==> config.mk <==
export PLATFORM = sky130hd
export DESIGN_NAME = flag_event_monitor
export DESIGN_NICKNAME = d
export VERILOG_FILES = /design/src/rtl/flag_event_monitor_pkg.sv /design/src/rtl/flag_edge_sync.sv /design/src/rtl/flag_event_monitor.sv
export SDC_FILE = /design/constraint.sdc
export NUM_CORES = 1
export LEC_CHECK = 0
export ABC_AREA = 0
export CAP_MARGIN = 20
export CORE_MARGIN = 5
export CORE_UTILIZATION = 56
export CTS_CLUSTER_DIAMETER = 80
export DETAILED_ROUTE_END_ITERATION = 8
export PLACE_DENSITY = 0.85
export SYNTH_ARGS = -nofsm -noshare
export SYNTH_HDL_FRONTEND = slang
export SYNTH_SLANG_ARGS = --single-unit
==> constraint.sdc <==
create_clock -name clk -period 2.4 [get_ports clk]
set_clock_uncertainty 0.2 [all_clocks]
set_input_delay 0.48 -clock clk [delete_from_list [all_inputs] [get_ports clk]]
set_output_delay 0.48 -clock clk [all_outputs]
set_load 0.005 [all_outputs]
==> src/rtl/flag_event_monitor_pkg.sv <==
// Shared types and constants for the flag event monitor.
// Latency: none (declarations only).
// Backpressure: none (declarations only).
package flag_event_monitor_pkg;

  localparam int NUM_FLAGS   = 4;

  localparam int IDX_AND     = 0;
  localparam int IDX_OR      = 1;
  localparam int IDX_NOT     = 2;
  localparam int IDX_COMPLEX = 3;

  typedef enum logic [1:0] {
    IDLE = 2'd0,
    LOAD = 2'd1,
    HOLD = 2'd2
  } rd_state_t;

endpackage

==> src/rtl/flag_edge_sync.sv <==
// Two-flop synchronizer for one asynchronous flag plus a rising-edge pulse.
// Latency: rise pulses for one cycle, two clocks after the flag goes high.
// Backpressure: none; every synchronized low-to-high transition produces a pulse.
module flag_edge_sync (
  input  logic clk,
  input  logic rst,
  input  logic flag,
  output logic rise
);

  logic sync1;
  logic sync2;
  logic prev;

  // Synchronizer stages and the one-cycle history used for edge detection.
  always_ff @(posedge clk or posedge rst) begin
    if (rst) begin
      sync1 <= 1'b0;
      sync2 <= 1'b0;
      prev  <= 1'b0;
    end else begin
      sync1 <= flag;
      sync2 <= sync1;
      prev  <= sync2;
    end
  end

  // A flag held high through reset release still sees prev=0, so it counts once.
  assign rise = sync2 & ~prev;

endmodule

==> src/rtl/flag_event_monitor.sv <==
// Counts rising edges on four logic flags with saturating counters and a snapshot readout port.
// Latency: rd_valid rises 2 cycles after rd_req is taken in IDLE; counters update the cycle after an edge.
// Backpressure: rd_data/rd_valid hold until rd_ready; optional sticky ovf under FLAG_EVENT_MONITOR_OVF_EN.
module flag_event_monitor
  import flag_event_monitor_pkg::*;
#(
  parameter int CNT_W = 8
) (
  input  logic             clk,
  input  logic             rst,
  input  logic             in_and,
  input  logic             in_or,
  input  logic             in_not,
  input  logic             in_complex,
  input  logic             clear,
  input  logic             rd_req,
  input  logic [1:0]       rd_sel,
  output logic             rd_valid,
  input  logic             rd_ready,
  output logic [CNT_W-1:0] rd_data,
  output logic             busy
`ifdef FLAG_EVENT_MONITOR_OVF_EN
  ,
  output logic [3:0]       ovf
`endif
);

  localparam logic [CNT_W-1:0] CNT_MAX = {CNT_W{1'b1}};

  logic [NUM_FLAGS-1:0] flags;
  logic [NUM_FLAGS-1:0] rise;
  logic [CNT_W-1:0]     cnt [NUM_FLAGS];
  rd_state_t            state;
  rd_state_t            state_nxt;
  logic [1:0]           sel_q;
  logic                 sel_load;
  logic                 snap_load;
  logic                 rd_done;

  assign flags[IDX_AND]     = in_and;
  assign flags[IDX_OR]      = in_or;
  assign flags[IDX_NOT]     = in_not;
  assign flags[IDX_COMPLEX] = in_complex;

  for (genvar g = 0; g < NUM_FLAGS; g++) begin : g_sync
    flag_edge_sync u_sync (
      .clk  (clk),
      .rst  (rst),
      .flag (flags[g]),
      .rise (rise[g])
    );
  end

  // Event counters: clear wins over a same-cycle edge, otherwise saturating increment.
  always_ff @(posedge clk or posedge rst) begin
    if (rst) begin
      for (int i = 0; i < NUM_FLAGS; i++) cnt[i] <= '0;
    end else begin
      for (int i = 0; i < NUM_FLAGS; i++) begin
        if (clear) begin
          cnt[i] <= '0;
        end else if (rise[i] && (cnt[i] != CNT_MAX)) begin
          cnt[i] <= cnt[i] + CNT_W'(1);
        end
      end
    end
  end

`ifdef FLAG_EVENT_MONITOR_OVF_EN
  // Sticky overflow: an edge arrived while its counter was already saturated.
  always_ff @(posedge clk or posedge rst) begin
    if (rst) begin
      ovf <= 4'b0000;
    end else begin
      for (int i = 0; i < NUM_FLAGS; i++) begin
        if (clear) begin
          ovf[i] <= 1'b0;
        end else if (rise[i] && (cnt[i] == CNT_MAX)) begin
          ovf[i] <= 1'b1;
        end
      end
    end
  end
`endif

  // Read FSM state register.
  always_ff @(posedge clk or posedge rst) begin
    if (rst) begin
      state <= IDLE;
    end else begin
      state <= state_nxt;
    end
  end

  // Read FSM next state and datapath strobes; requests outside IDLE are dropped.
  always_comb begin
    state_nxt = state;
    sel_load  = 1'b0;
    snap_load = 1'b0;
    rd_done   = 1'b0;
    case (state)
      IDLE: begin
        if (rd_req) begin
          sel_load  = 1'b1;
          state_nxt = LOAD;
        end
      end
      LOAD: begin
        snap_load = 1'b1;
        state_nxt = HOLD;
      end
      HOLD: begin
        if (rd_ready) begin
          rd_done   = 1'b1;
          state_nxt = IDLE;
        end
      end
      default: state_nxt = IDLE;
    endcase
  end

  // Readout datapath: snapshot taken once in LOAD, so later clears/increments cannot disturb it.
  always_ff @(posedge clk or posedge rst) begin
    if (rst) begin
      sel_q    <= 2'd0;
      rd_data  <= '0;
      rd_valid <= 1'b0;
    end else begin
      if (sel_load) begin
        sel_q <= rd_sel;
      end
      if (snap_load) begin
        rd_data  <= cnt[sel_q];
        rd_valid <= 1'b1;
      end else if (rd_done) begin
        rd_valid <= 1'b0;
      end
    end
  end

  assign busy = (state != IDLE);

endmodule

==> out/results.tsv <==
metric	value	unit
status	finished clean	
most frequent cell after synthesis	dfrtp_1	
Sequential Power Share	52.4	%
Ys Warns	0	
Arr. time, crit path	1.52	ns
main area contributors after synthesis	dfrtp_1, mux4_2, mux2_2	
Filler cells	362	
Mapped Area	2720	um2
Core Area	4720	um2
Leak	1.36	nW
GRT overflow	0	
TritonCTS buffer count	9	
total power	0.00217	W
Comb power frac	14.5	%
met2 wire len	2.71	mm
vias in the first global route	1966	
clock slew at reported path FFs	0.06	ns
highest routed layer	met4	
final critical-path share of the clock period	91.8	%
Setup TNS	0	ns
Placement Setup Slack	0.455	ns
most common flop cell mapped by yosys	dfrtp_1	
clock network power share	33.1	%
Detailed Place HPWL	3.94	mm
Final Critical Period	2.20	ns
total of max-cap violations	0	
n_diodes	0	
fin nets	271	
share of cells above drive strength 1	16.5	%
Synth Area per Inst	11.9	um2
# DRC	0	
initial antenna violation count	0	
PortBufs	20	
Clock Latency Late Sink	0.34	ns
RSZ-0062 raised after global routing	false	
Reg2Reg Depth	5	
number of flops mapped to enable cells by yosys	0	
leading area contributor after synthesis	dfrtp_1	
vias after detailed routing	1952	
Post-Layout Inst Area	3150	um2
HP Class	flop to flop	
drt pass-1 iters	4	
Crit. End Element	output port	
Critical R2R Launch	cnt[16]	
Synth top area share	52.4	%
All-Layer GR Usage	19.7	%
row cnt	25	
Final ANT Viol Nets	0	
Hold Path Stages	0	
Worst Tran Pin Value	0.498	ns
drt via density	5.95	
ys async rst share	100	%
Clock Sinks	57	
hold_buf cts	0	
final hold violation count	0	
worst-path fanout max	5	
CP startpoint kind	flop	
placer congestion estimate	0.830	
fin. max-slew vios	0	
total wire length	5.47	mm
worst vdd ir	0.371	mV
I/O pin cnt	21	
final setup vio count	0	
Bufs on Longest Clock Path	2	
H-tree depth	3	
sw frac	26.4	%
CTS tree	built	
Synth Net Count	244	
Pwr Density	688	nW/um2
Gate Count Post-Synth	229	
top post-synthesis cells by count	dfrtp_1, nor2_1, mux2_2, nand4_1	
post-CTS setup buffer count	0	
DP Area	3000	um2
Peak Freq	0.454	GHz
CP Data Required Time	1.72	ns
wire length on met1	2.32	mm
worst setup margin	0.196	ns
largest net degree at the start of global routing	58	
root buf cell	clkbuf_8	
critical path type	flop to output port	
first-pass GRT wire length	9.34	mm
Die H	79.7	um
Synth cell types	49	
P&R area growth vs syn	15.9	%
Die Wd	79.7	um
Max-Slew Margin vs Limit	66.8	%
Internal	0.00160	W
routed len/inst	16.7	um
min-delay src	g_sync[1].u_sync.sync1	
Initial Util	57.6	%
Resize count post-CTS	0	
flops & latches, synth	57	
Die Area	6350	um2
sw power	0.000573	W
wire length on met3	282	um
sequential area share after synthesis	52.4	%
Initial DRC Count	86	
worst setup path start	state[1]	
## per-stage QoR
| stage | util (%) | std cells | hold slack (ns) |
|---|---|---|---|
| after CTS | 66.8 | 328 | 0.150 |
| after global placement | 63.5 | 312 | 0.133 |
| after global routing | 66.8 | 328 | 0.166 |
| after detailed placement | 63.5 | 312 | 0.136 |
| after floorplan | - | 229 | 0.131 |
| final | 66.8 | 328 | 0.146 |
## cells in the final DEF (no fill, tap or decap), types with 5 or more instances in the layout
cell and count:
mux2_2 10, dfrtp_1 57, mux2i_1 8, clkbuf_8 9, nor2_1 25, mux4_2 8
xor2_1 8, nand4_1 9, a21oi_1 7, nand3_1 8, o21ai_0 6, a31oi_1 7
clkdlybuf4s50_1 20, nor2b_1 5, nor3_1 8
## registers in the layout, summed over array words and instances, names as in the netlist
name,count
cnt,32
state,2
g_sync.u_sync.sync2,4
sel_q,2
rd_data,8
g_sync.u_sync.sync1,4
g_sync.u_sync.prev,4
rd_valid,1
## kinds of logic (layout without fill, tap and decap cells)
kind of cell | Yosys count | after routing | share of synthesized area [%]
simple gates | 87 | 87 | 18.5
flops | 57 | 57 | 52.4
compound gates | 34 | 34 | 7.95
mux | 27 | 27 | 14.3
buf+inv | 11 | 43 | 2.11
xor+xnor | 9 | 9 | 2.90
fa+ha+maj | 4 | 4 | 1.84
## power groups by stage
stage | Combinational (W) | Clock [W] | Sequential [W]
finish | 0.000314 | 0.000718 | 0.00114
global route | 0.000342 | 0.000777 | 0.00116
CTS | 0.000320 | 0.000731 | 0.00114
detailed placement | 0.000321 | 0 | 0.00116
global placement | 0.000313 | 0 | 0.00115
floorplan | 0.000287 | 0 | 0.00109
## final timing paths
path | slack, ns | endpoint
max in group asynchronous | 1.44 | cnt[9]
min reg2reg | 0.15 | g_sync[1].u_sync.sync2
min | 0.15 | g_sync[1].u_sync.sync2
min in group asynchronous | 0.30 | cnt[27]
max | 0.20 | busy
max reg2reg | 0.58 | cnt[22]
## area by class of cell
type / count / area [um2] / area share [%]
clock buffer: 12 / 135 / 4.29
clock inverter: 4 / 20.0 / 0.635
inverter: 4 / 15.0 / 0.476
multi-input combinational: 161 / 1240 / 39.2
sequential: 57 / 1430 / 45.2
tap: 67 / 83.8 / 2.66
timing repair buffer: 23 / 235 / 7.46
## metal layers
metal  up-vias  track usage [%]
met5         -                0
met4         0             9.97
met3        16             6.09
met2        51             31.1
met1       965             24.5
li1        920                -
## critical path: stages, from the launching register on
cell and delay, ns:
dfrtp_1 0.42, or2_2 0.32, clkdlybuf4s50_1 0.45
(Power assumes the default switching activity.)
